$ cat src/rtl/vga_scan_ctrl.sv
// VGA scan-out sequencer: raster timing, frame-buffer addressing and
// sync/enable delay matched to the frame-buffer read latency.
module vga_scan_ctrl #(
  parameter int H_ACTIVE    = 640,
  parameter int H_FP        = 16,
  parameter int H_SYNC      = 96,
  parameter int H_BP        = 48,
  parameter int V_ACTIVE    = 480,
  parameter int V_FP        = 10,
  parameter int V_SYNC      = 2,
  parameter int V_BP        = 33,
  parameter int PIXEL_DEPTH = 8,
  parameter int RAM_LATENCY = 1,
  parameter int SCALE_SHIFT = 0,
  localparam int FB_W = H_ACTIVE >> SCALE_SHIFT,
  localparam int FB_H = V_ACTIVE >> SCALE_SHIFT,
  localparam int PIXEL_ADDR_WIDTH = $clog2(FB_W * FB_H),
  localparam int H_TOTAL = H_ACTIVE + H_FP + H_SYNC + H_BP,
  localparam int V_TOTAL = V_ACTIVE + V_FP + V_SYNC + V_BP,
  localparam int D = RAM_LATENCY + 2
) (
  input  logic                        pxclk,
  input  logic                        rst_n,
  input  logic                        en,
  output logic [PIXEL_ADDR_WIDTH-1:0] px_addr,
  input  logic [PIXEL_DEPTH-1:0]      px_data,
  output logic [PIXEL_DEPTH-1:0]      vga_pixel,
  output logic                        vga_hsync,
  output logic                        vga_vsync,
  output logic                        vga_de,
  output logic                        frame_start,
  output logic                        vblank
);

  localparam int HW = $clog2(H_TOTAL);
  localparam int VW = $clog2(V_TOTAL);
  localparam int AW = PIXEL_ADDR_WIDTH;
  localparam int PD = D - 1;

  localparam logic [HW-1:0] H_LAST = HW'(H_TOTAL - 1);
  localparam logic [HW-1:0] H_ACT  = HW'(H_ACTIVE);
  localparam logic [HW-1:0] HS_ON  = HW'(H_ACTIVE + H_FP);
  localparam logic [HW-1:0] HS_OFF = HW'(H_ACTIVE + H_FP + H_SYNC);

  localparam logic [VW-1:0] V_LAST = VW'(V_TOTAL - 1);
  localparam logic [VW-1:0] V_ACT  = VW'(V_ACTIVE);
  localparam logic [VW-1:0] VS_ON  = VW'(V_ACTIVE + V_FP);
  localparam logic [VW-1:0] VS_OFF = VW'(V_ACTIVE + V_FP + V_SYNC);
  localparam logic [VW-1:0] V_MASK = VW'((1 << SCALE_SHIFT) - 1);

  localparam logic [AW:0] LB_STEP = (AW + 1)'(FB_W);

  logic [HW-1:0] h_cnt;
  logic [VW-1:0] v_cnt;
  logic [AW:0]   line_base;

  logic          h_end;
  logic          v_end;
  logic          active;
  logic          hs;
  logic          vs;
  logic          first;
  logic          vb;
  logic          line_step;
  logic [AW-1:0] addr_next;

  logic [PD-1:0] de_p;
  logic [PD-1:0] hs_p;
  logic [PD-1:0] vs_p;
  logic [PD-1:0] fs_p;
  logic [PD-1:0] vb_p;

  assign h_end  = h_cnt == H_LAST;
  assign v_end  = v_cnt == V_LAST;
  assign active = (h_cnt < H_ACT) && (v_cnt < V_ACT);
  assign hs     = (h_cnt >= HS_ON) && (h_cnt < HS_OFF);
  assign vs     = (v_cnt >= VS_ON) && (v_cnt < VS_OFF);
  assign first  = (h_cnt == '0) && (v_cnt == '0) && en;
  assign vb     = v_cnt >= V_ACT;

  // Base advances after the last replicated copy of each buffer line.
  assign line_step = h_end
                  && ((v_cnt & V_MASK) == V_MASK)
                  && (v_cnt < V_ACT);

  assign addr_next = line_base[AW-1:0]
                   + AW'(h_cnt >> SCALE_SHIFT);

  always_ff @(posedge pxclk) begin
    if (!rst_n || !en) begin
      h_cnt       <= '0;
      v_cnt       <= '0;
      line_base   <= '0;
      px_addr     <= '0;
      de_p        <= '0;
      hs_p        <= '0;
      vs_p        <= '0;
      fs_p        <= '0;
      vb_p        <= '0;
      vga_pixel   <= '0;
      vga_hsync   <= 1'b1;
      vga_vsync   <= 1'b1;
      vga_de      <= 1'b0;
      frame_start <= 1'b0;
      vblank      <= 1'b0;
    end else begin
      h_cnt <= h_end ? '0 : h_cnt + HW'(1);
      if (h_end)
        v_cnt <= v_end ? '0 : v_cnt + VW'(1);

      if (h_end && v_end)
        line_base <= '0;
      else if (line_step)
        line_base <= line_base + LB_STEP;

      px_addr <= active ? addr_next : '0;

      de_p[0] <= active;
      hs_p[0] <= hs;
      vs_p[0] <= vs;
      fs_p[0] <= first;
      vb_p[0] <= vb;
      for (int i = 1; i < PD; i++) begin
        de_p[i] <= de_p[i-1];
        hs_p[i] <= hs_p[i-1];
        vs_p[i] <= vs_p[i-1];
        fs_p[i] <= fs_p[i-1];
        vb_p[i] <= vb_p[i-1];
      end

      vga_pixel   <= de_p[PD-1] ? px_data : '0;
      vga_hsync   <= ~hs_p[PD-1];
      vga_vsync   <= ~vs_p[PD-1];
      vga_de      <= de_p[PD-1];
      frame_start <= fs_p[PD-1];
      vblank      <= vb_p[PD-1];
    end
  end

endmodule

$ cat config.mk
export PLATFORM = sky130hd
export DESIGN_NAME = vga_scan_ctrl
export DESIGN_NICKNAME = d
export VERILOG_FILES = /design/src/rtl/vga_scan_ctrl.sv
export SDC_FILE = /design/constraint.sdc
export NUM_CORES = 1
export LEC_CHECK = 0
export ABC_CLOCK_PERIOD_IN_PS = 2710
export BUFFER_PORTS_ARGS = -buffer_cell sky130_fd_sc_hd__buf_2
export CAP_MARGIN = 40
export CORE_UTILIZATION = 30
export CTS_CLUSTER_SIZE = 20
export DETAILED_ROUTE_END_ITERATION = 16
export PLACE_DENSITY = 0.56
export RECOVER_POWER = 25
export SLEW_MARGIN = 15
export SYNTH_ARGS = -nofsm -noshare
export SYNTH_HDL_FRONTEND = slang
export SYNTH_SLANG_ARGS = --single-unit
$ cat constraint.sdc
create_clock -name pxclk -period 2.71 [get_ports pxclk]
set_input_delay 0.271 -clock pxclk [delete_from_list [all_inputs] [get_ports pxclk]]
set_output_delay 0.271 -clock pxclk [all_outputs]
set_load 0.02 [all_outputs]
* After elaboration in Yosys (flattened, before gate mapping) *
Cells that the tools add are included.

operators by class
  $add $sub $neg = 4
  order comparisons = 7
  equality and inequality tests = 2
  multiplexer cells = 1
  bitwise operators = 4
  reductions and logical operators = 16

operators with widths
  cell                      count
  $add A10 B1 Y10 const B   2
  $add A20 B10 Y20 const B  1
  $eq A10 B10 Y1 const B    2
  $ge A10 B9 Y1 const B     2
  $logic_not A10 Y1         2
  $lt A10 B10 Y1 const B    2
  $lt A10 B9 Y1 const B     2
  $add A19 B10 Y19          1
  $ge A10 B10 Y1 const B    1
  $mux W10                  1
  $reduce_or A2 Y1          4
  $logic_and A1 B1 Y1       7
  $not A1 Y1                4
  $logic_not A1 Y1          2
  $logic_or A1 B1 Y1        1

storage, ports and cells
  flip-flop bits (word level) = 82
  input port bits = 11
  output and inout bits = 32
  word-level logic and storage cells = 49

* Depth between registers and ports, before layout *
Gate-level depths: netlist of run 1.

  word-level depth = 4
  mapped depth = 8
  gate-level depth less buffers = 7

* Least setup slack after synthesis of run 1 *
OpenSTA, ideal clock, no wires.

  kind = register to register
  start point = register h_cnt[6]
  end point = register line_base[12]
  library setup time = 0.067 ns
  data arrival time = 2.174 ns
  required time = 2.643 ns
  slack = 0.469 ns
  cell stages (with the launch flop) = 8
  path buffers = 3
  period minus slack after synthesis = 2.241 ns
  cell sequence = dfxtp_1 buf_6 or3b_1 buf_2 or4b_4 buf_6 or4_4 a21oi_2

between the ends
  longest elaborated chain between the ends = 3
  elaborated cells between the ends (all ways) = 4
  those cells by class = eq/ne (1); reduce/logical (3)

ends and longest elaborated chain
  what                               RTL line  RTL
  start, declared                    53        logic [HW-1:0] h_cnt;
  start signal, assigned             107       h_cnt <= h_end ? '0 : h_cnt + HW'(1);
  $eq A10 B10 Y1 *                   73        assign h_end = h_cnt == H_LAST;
  $logic_and A1 B1 Y1                111       if (h_end && v_end)
  $reduce_or A2 Y1 (no source line)  n/a
  end signal, assigned               114       line_base <= line_base + LB_STEP;
  end, declared                      55        logic [AW:0] line_base;

Mark *: on every way between the ends. The rest lies on a longest branch, timed or not.
A chain may end at the register's enable or synchronous reset.

* Final worst setup path of run 1 *
  start point = register h_cnt[8]
  end point = register line_base[18]

The elaborated chain is that of the path after synthesis.

==> results.toml, run 1 <==
[outcome]
run_status = "completed"

[global_routing]
antenna_violations_before_repair = 0
globalRoute.totalOverflow = 0
via_count_of_the_first_global_routing_pass = 2041
gr-usage-all-layers = 0.124
grt_first_pass_wirelength_mm = 9.80
grt_start_max_net_pins = 23

[clock_tree]
cts-resized-gates = 0
postCtsSetupBuffers = 0
worst_skew_pair.late_latency_ns = 0.35
cts_root_buf = "sky130_fd_sc_hd__clkbuf_8"
clock_tree.htree_level_count = 3
clock_tree.buffer_depth = 2
tritoncts.num_buffers = 9
clk_pin_slew_worst_paths_ns = 0.09
cts.sink_count = 74
tritoncts = "yes"
cts_hold_repair.buffers = 0

[placement]
dpl_worst_slack_ns = 0.364
hpwl_mm = 4.14
final_weighted_congestion_in_routability_driven_placement = 0.845
port-buffer-count = 42

[critical_path]
arrival_ns = 2.65
crit_path_max_delay_cell_type = "sky130_fd_sc_hd__or4b_4"
worstSetupStartpointType = "register"
critical_path_peak_fanout = 22
crit_required_ns = 2.99
crit_path_max_incr_delay_ns = 0.71
critical_path_class = "register to register"
setup.worst_path.end_class = "register"
cells_along_the_critical_path = "or3b_1 -> or4b_4 -> or4_1 -> a21oi_1"

[timing]
ratio_of_final_minimum_period_to_clock_period = 0.873
slew_headroom = 0.564
final_max_slew_viol_count = 0
hold_violations = 0
fmax_mhz = 422
setup_tns_ns = 0
layout_min_cycle_time_ns = 2.37
post-route-worst-setup-slack_ns = 0.343
timing.clock.skew_ns = 0.0135
worst_pin_slew_ns = 0.653
rsz0062_at_grt = "false"
timing.final.setup_violations = 0

[synth]
synthTopCellsByCount = "sky130_fd_sc_hd__dfxtp_1 (74), sky130_fd_sc_hd__nor2_1 (30), sky130_fd_sc_hd__a21oi_1 (20), sky130_fd_sc_hd__nand2_1 (16)"
postSynthAreaPerCell_sq_um = 9.46
synthesis.instances = 310
seq_area_frac_synth = 0.505
syn_nets = 331
synth_edf_count = 0
async_reset_ff_frac = 0
mappedNetlistArea_sq_um = 2930
yosys_register_bits = 74
ys_warn_count = 0
ys_types = 38
postSynth.topFlopCell = "sky130_fd_sc_hd__dfxtp_1"
synth_area_leader_cell = "sky130_fd_sc_hd__dfxtp_1"
synth.area.top_cells = "sky130_fd_sc_hd__dfxtp_1 (51%), sky130_fd_sc_hd__ha_1 (3.8%), sky130_fd_sc_hd__nor2_1 (3.8%), sky130_fd_sc_hd__a21oi_1 (3.4%), sky130_fd_sc_hd__and2_1 (3.2%)"
synthDominantCellAreaShare = 0.505
synthMostInstantiatedCell = "sky130_fd_sc_hd__dfxtp_1"

[pwr]
vdd_ir_drop_max_mv = 0.182
p_per_area_nw_per_um2 = 562
total_leakage_power_nw = 1.28

[routing]
wirelength_mm = 5.92
detail-route-antenna-nets = 0
detail_route.iter0.violations = 93
avgViaCountPerCell = 4.67
detail_route.first_pass.iterations = 4
detail_route.wl_per_cell_um = 12.2
drc = 0
dr_total_vias = 2274

[layout]
post_route_cells_drive_above_1_share = 0.165
diodes = 0
fillerInstances = 996
syn_to_final_growth_pct = 17.2
layout.nets = 374
final_util = 0.367

[floorplan]
core_area_sq_um = 9370
die_wd_um = 101
design.die.area_sq_um = 10200
starting_density_of_the_core = 0.313
chipHeight_um = 101
num_rows = 35
boundaryPins = 43

[flow_run]
max_cap_violations = 0

[worst_hold_path]
hold_class = "input pin to register"
registers in the layout, indices dropped and copies added (netlist names), 8 cells and up:
| name | count |
|---|---|
| vga_pixel | 8 |
| px_addr | 19 |
| line_base | 12 |
| h_cnt | 10 |
| v_cnt | 10 |
layout make-up:
class,count,area (sq um),area share
Clock buffer,9,124,0.0360
Clock inverter,7,61.3,0.0178
Inverter,10,37.5,0.0109
Multi-Input combinational cell,213,1350,0.392
Sequential cell,74,1480,0.431
Tap cell,129,161,0.0470
Timing Repair Buffer,45,224,0.0652
worst paths after layout:
kind	start	end	slack, ns	depth (start not counted)
worst max register to register	h_cnt[8]	line_base[18]	0.34	4
worst max-delay path	h_cnt[8]	line_base[18]	0.34	4
worst min register to register	vs_p[1]	vga_vsync	0.36	1
worst min-delay path	px_data[4]	vga_pixel[4]	0.11	2
power by group:
group          switching, W  total [W]  internal (W)  leakage, nW
Clock              0.000449   0.000797      0.000348       0.0884
Sequential       0.00000231    0.00109       0.00109        0.597
Combinational     0.0000263  0.0000395     0.0000132        0.592
cells by family (layout without fill, tap and decap cells):
| group | Yosys count | in the layout | synth area share |
|---|---|---|---|
| DFF | 74 | 74 | 0.505 |
| adders and majority gates | 10 | 10 | 0.0452 |
| muxes | 1 | 1 | 0.00341 |
| xor gates and xnor gates | 19 | 19 | 0.0568 |
| and+or+nand+nor | 135 | 135 | 0.260 |
| AOI/OAI and AO/OA | 48 | 48 | 0.0943 |
| buffers and inverters | 23 | 71 | 0.0350 |
worst max-delay path: cells and delay by family (launching register included):
family | cells | cell delay, ns
AOI/OAI and AO/OA | 1 | 0.15
DFF | 1 | 0.42
and+or+nand+nor | 3 | 1.74
metrics by stage:
| step | hold slack (ns) | total power, W | instance area (sq um) | cells |
|---|---|---|---|---|
| floorplan | 0.343 | 0.00114 | 2930 | 310 |
| finish | 0.110 | 0.00193 | 3440 | 487 |
| CTS | 0.0957 | 0.00196 | 3450 | 487 |
| global route | 0.0993 | 0.00201 | 3440 | 487 |
| global placement | 0.352 | 0.00116 | 3260 | 471 |
| detailed placement | 0.353 | 0.00116 | 3260 | 471 |
layout by cell type, fill, tap and decap left out, types with 8 or more instances in the layout:
cell type | Yosys | routed
sky130_fd_sc_hd__dfxtp_1 | 74 | 74
sky130_fd_sc_hd__buf_2 | 1 | 35
sky130_fd_sc_hd__nor2_1 | 30 | 30
sky130_fd_sc_hd__a21oi_1 | 20 | 20
sky130_fd_sc_hd__nand2_1 | 16 | 16
sky130_fd_sc_hd__o21ai_0 | 15 | 14
sky130_fd_sc_hd__and3_1 | 13 | 13
sky130_fd_sc_hd__inv_1 | 10 | 10
sky130_fd_sc_hd__xor2_1 | 10 | 10
sky130_fd_sc_hd__or4_1 | 9 | 9
sky130_fd_sc_hd__xnor2_1 | 9 | 9
sky130_fd_sc_hd__and2_1 | 15 | 9
sky130_fd_sc_hd__ha_1 | 9 | 9
sky130_fd_sc_hd__clkbuf_8 | 0 | 9
sky130_fd_sc_hd__nand4_1 | 8 | 8
sky130_fd_sc_hd__or3_1 | 8 | 8
sky130_fd_sc_hd__nand3_1 | 8 | 8
routing by layer:
layer / wire (um) / vias to the layer above / global-route usage
li1: - / 1182 / -
met1: 3050 / 1035 / 0.166
met2: 2500 / 48 / 0.183
met3: 272 / 9 / 0.0479
met4: 98 / 0 / 0.0401
met5: 0 / - / 0
(Power assumes the default switching activity.)
==> run 2, diff against run 1 <==
MAX_ROUTING_LAYER = met4   (was unset)
==> run 2 against run 1 <==
Compared with the run above: flip-flop and latch count unchanged; core utilization stayed put; cell count did not move; clock power barely moved; design area is the same; clock-buffer cell count stayed put; die area unchanged; routed wire length did not move; fmax did not move; critical path type unchanged; largest cell class unchanged.
==> results.toml, run 2 (same netlist as run 1, synthesis figures left out) <==
[pwr]
vdd_ir_drop_max_mv = 0.181
power.internal_w = 0.00145
total_leakage_power_nw = 1.28
net_switching_power_w = 0.000478
p_per_area_nw_per_um2 = 562
combPwrFrac = 0.020
clockPowerShare = 0.413
power.share.switching = 0.248
sequentialPowerShare = 0.567

[layout]
top_register = "px_addr"
post_layout_nonfiller_instances = 487
syn_to_final_growth_pct = 17.2
largest_register_ff_count = 19
diodes = 0
largest_registers = "px_addr x19, line_base x12"
fillerInstances = 996
post_route_cells_drive_above_1_share = 0.165
layout.nets = 374
final_common_cell = "sky130_fd_sc_hd__dfxtp_1"
layout.cells.most_common_list = "sky130_fd_sc_hd__dfxtp_1 (74), sky130_fd_sc_hd__buf_2 (35), sky130_fd_sc_hd__nor2_1 (30)"

[clock_tree]
clk_pin_slew_worst_paths_ns = 0.09
cts.sink_count = 74
tritoncts = "yes"
clock_tree.htree_level_count = 3
worst_skew_pair.late_latency_ns = 0.35
tritoncts.num_buffers = 9
postCtsSetupBuffers = 0
cts_root_buf = "sky130_fd_sc_hd__clkbuf_8"
cts-resized-gates = 0
clock_tree.buffer_depth = 2
cts_hold_repair.buffers = 0

[worst_hold_path]
hold_class = "input pin to register"
hold_start = "px_data[4]"

[floorplan]
starting_density_of_the_core = 0.313
chipHeight_um = 101
num_rows = 35
boundaryPins = 43
design.die.area_sq_um = 10200
die_wd_um = 101
core_area_sq_um = 9370

[critical_path]
setup.worst_path.start = "h_cnt[8]"
rr_startpoint = "h_cnt[8]"
critical_path_peak_fanout = 22
arrival_ns = 2.65
setup.worst_path.end_class = "register"
worstSetupStartpointType = "register"
crit_required_ns = 2.99
critical_path_class = "register to register"
r2r_slack_ns = 0.34

[routing]
met2WireLength_mm = 2.50
detail_route.first_pass.iterations = 4
detail-route-antenna-nets = 0
drc = 0
avgViaCountPerCell = 4.67
detail_route.wl_per_cell_um = 12.2
wl_met3_um = 272
dr_total_vias = 2274
wirelength_mm = 5.92
detail_route.iter0.violations = 98
highest_layer = "met4"
wirelength_met1_mm = 3.05

[global_routing]
grt_first_pass_wirelength_mm = 9.80
gr-usage-all-layers = 0.128
via_count_of_the_first_global_routing_pass = 2041
globalRoute.totalOverflow = 0
grt_start_max_net_pins = 23
antenna_violations_before_repair = 0

[timing]
final_max_slew_viol_count = 0
rsz0062_at_grt = "false"
slew_headroom = 0.564
worst_pin_slew_ns = 0.653
setup_tns_ns = 0
hold_violations = 0
timing.final.setup_violations = 0
timing.clock.skew_ns = 0.0135
fmax_mhz = 422
layout_min_cycle_time_ns = 2.37
ratio_of_final_minimum_period_to_clock_period = 0.873

[placement]
hpwl_mm = 4.14
dp.cells = 471
port-buffer-count = 42
final_weighted_congestion_in_routability_driven_placement = 0.858

[flow_run]
max_cap_violations = 0

[outcome]
run_status = "completed"
run 2: cell counts in the layout (fill, tap and decap cells not counted):
No cell type changed its count.
run 2: per-stage QoR:
stage | cell area [sq um] | power (W) | utilization | worst slack (ns) | hold WS [ns]
floorplan | 2930 | 0.00114 | - | 0.469 | 0.343
global placement | 3260 | 0.00116 | 0.348 | 0.418 | 0.352
detailed placement | 3260 | 0.00116 | 0.348 | 0.364 | 0.353
CTS | 3450 | 0.00196 | 0.368 | 0.351 | 0.0957
global route | 3440 | 0.00201 | 0.367 | 0.230 | 0.0993
finish | 3440 | 0.00193 | 0.367 | 0.343 | 0.110
run 2: worst max-delay path, cell delays in order (launching register included):
cell and delay (ns):
sky130_fd_sc_hd__dfxtp_1 0.42, sky130_fd_sc_hd__or3b_1 0.48, sky130_fd_sc_hd__or4b_4 0.71, sky130_fd_sc_hd__or4_1 0.55
sky130_fd_sc_hd__a21oi_1 0.15
run 2: power by group through the flow:
stage	combinational [W]	sequential, W	clock (W)
2_1_floorplan	0.0000187	0.00112	0
3_3_place_gp	0.0000398	0.00112	0
3_5_place_dp	0.0000404	0.00112	0
4_1_cts	0.0000405	0.00109	0.000821
5_1_grt	0.0000452	0.00109	0.000868
6_report	0.0000395	0.00109	0.000797
run 2: final cells by class:
cell class	instances	area [sq um]	area share
Sequential cell	74	1480	0.431
Multi-Input combinational cell	213	1350	0.392
Timing Repair Buffer	45	224	0.0652
Tap cell	129	161	0.0470
Clock buffer	9	124	0.0360
Clock inverter	7	61.3	0.0178
Inverter	10	37.5	0.0109
run 2: worst paths after layout:
kind,endpoint,cells after the start
hold reg to reg,vga_vsync,1
setup / recovery,line_base[18],4
setup reg to reg,line_base[18],4
hold / removal,vga_pixel[4],2
run 2: per-layer routing:
metal | global-route usage | vias up
met5 | - | -
met4 | 0.0401 | 0
met3 | 0.0479 | 9
met2 | 0.183 | 48
met1 | 0.166 | 1035
li1 | - | 1182
==> run 3, diff against run 2 <==
HOLD_SLACK_MARGIN = 0.15   (was unset)
==> run 3 against run 2 <==
Compared with the run above: clock skew barely moved; core utilization rose by 0.85 points; flip-flop and latch count did not move; setup slack got worse by 0.0080 ns; die area did not move; cell count rose by 1.6%; power rose by 0.51%; critical path type unchanged.
==> results.toml, run 3 (same netlist as run 1, synthesis figures left out) <==
[clock_tree]
worst_skew_pair.late_latency_ns = 0.35
clock_tree.htree_level_count = 3
clk_pin_slew_worst_paths_ns = 0.09
cts_root_buf = "sky130_fd_sc_hd__clkbuf_8"
tritoncts = "yes"
tritoncts.num_buffers = 9
cts.sink_count = 74
clock_tree.buffer_depth = 2
cts-resized-gates = 0

[layout]
fillerInstances = 995
syn_to_final_growth_pct = 20.0
final_cell_area_sq_um = 3520
largest_registers = "px_addr x19, line_base x12"
final_common_cell = "sky130_fd_sc_hd__dfxtp_1"
post_route_cells_drive_above_1_share = 0.161
largest_register_ff_count = 19
layout.nets = 382
diodes = 0
layout.cells.most_common_list = "sky130_fd_sc_hd__dfxtp_1 (74), sky130_fd_sc_hd__buf_2 (35), sky130_fd_sc_hd__nor2_1 (30)"
post_layout_nonfiller_instances = 495
top_register = "px_addr"

[timing]
final_max_slew_viol_count = 0
hold_violations = 0
layout_min_cycle_time_ns = 2.38
setup_tns_ns = 0
timing.final.setup_violations = 0
timing.clock.skew_ns = 0.0137
ratio_of_final_minimum_period_to_clock_period = 0.876
worst_pin_slew_ns = 0.653
fmax_mhz = 421
rsz0062_at_grt = "false"
slew_headroom = 0.565
fin_hold_ws_ns = 0.262

[pwr]
vdd_ir_drop_max_mv = 0.182
p_per_area_nw_per_um2 = 552
total_leakage_power_nw = 1.31

[global_routing]
grt_start_max_net_pins = 23
via_count_of_the_first_global_routing_pass = 2098
globalRoute.totalOverflow = 0
gr-usage-all-layers = 0.131
antenna_violations_before_repair = 0
grt_first_pass_wirelength_mm = 10.0

[placement]
detailed_place.area_sq_um = 3260
hpwl_mm = 4.14
final_weighted_congestion_in_routability_driven_placement = 0.858
port-buffer-count = 42
dp.cells = 471

[routing]
detail_route.iter0.violations = 83
detail-route-antenna-nets = 0
wirelength_mm = 6.03
detail_route.first_pass.iterations = 4
dr_total_vias = 2316
detail_route.wl_per_cell_um = 12.2
avgViaCountPerCell = 4.68
drc = 0

[worst_hold_path]
hold_class = "input pin to register"
hold-path-cell-count = 2

[critical_path]
critical_path_class = "register to register"
arrival_ns = 2.66
crit_required_ns = 3.00
critical_path_peak_fanout = 22
worst_r2r_path_depth = 4
worstSetupStartpointType = "register"
setup.worst_path.end_class = "register"

[floorplan]
boundaryPins = 43
starting_density_of_the_core = 0.313
design.die.area_sq_um = 10200
num_rows = 35
core_area_sq_um = 9370
chipHeight_um = 101
die_wd_um = 101

[flow_run]
max_cap_violations = 0

[outcome]
run_status = "completed"
run 3: per-layer routing:
metal / wire, um / vias to the layer above / global-route usage
li1: - / 1200 / -
met3: 317 / 9 / 0.0479
met5: 0 / - / -
met1: 3050 / 1052 / 0.167
met2: 2560 / 55 / 0.192
met4: 98 / 0 / 0.0401
run 3: final cells by class:
cell class | count | area (sq um) | area share
Sequential cell | 74 | 1480 | 0.421
Tap cell | 129 | 161 | 0.0459
Clock inverter | 7 | 61.3 | 0.0174
Clock buffer | 9 | 124 | 0.0352
Inverter | 10 | 37.5 | 0.0107
Multi-Input combinational cell | 213 | 1350 | 0.383
Timing Repair Buffer | 53 | 304 | 0.0864
run 3: critical path, stage by stage (launching register included):
cell	delay (ns)
sky130_fd_sc_hd__dfxtp_1	0.42
sky130_fd_sc_hd__or3b_1	0.48
sky130_fd_sc_hd__or4b_4	0.71
sky130_fd_sc_hd__or4_1	0.55
sky130_fd_sc_hd__a21oi_1	0.15
run 3: worst paths after layout:
check	to	slack, ns	startpoint
max	line_base[18]	0.33	h_cnt[8]
min	hs_p[1]	0.26	rst_n
max reg2reg	line_base[18]	0.33	h_cnt[8]
min reg2reg	vga_vsync	0.36	vs_p[1]
run 3: repair_timing:
item                      4_1_cts  5_1_grt
buffers inserted                0        0
hold endpoints to repair        8        0
hold buffers                    8        0
run 3: through the flow:
step,total power [W],util,worst slack [ns]
after floorplan,0.00114,-,0.469
after global placement,0.00116,0.348,0.418
after detailed placement,0.00116,0.348,0.364
after CTS,0.00196,0.376,0.351
after global routing,0.00202,0.375,0.230
final,0.00194,0.375,0.335
run 3: where the power goes:
part	switching, W	total (W)	internal [W]
Sequential	0.00000231	0.00109	0.00109
Combinational	0.0000278	0.0000485	0.0000207
Clock	0.000450	0.000798	0.000348
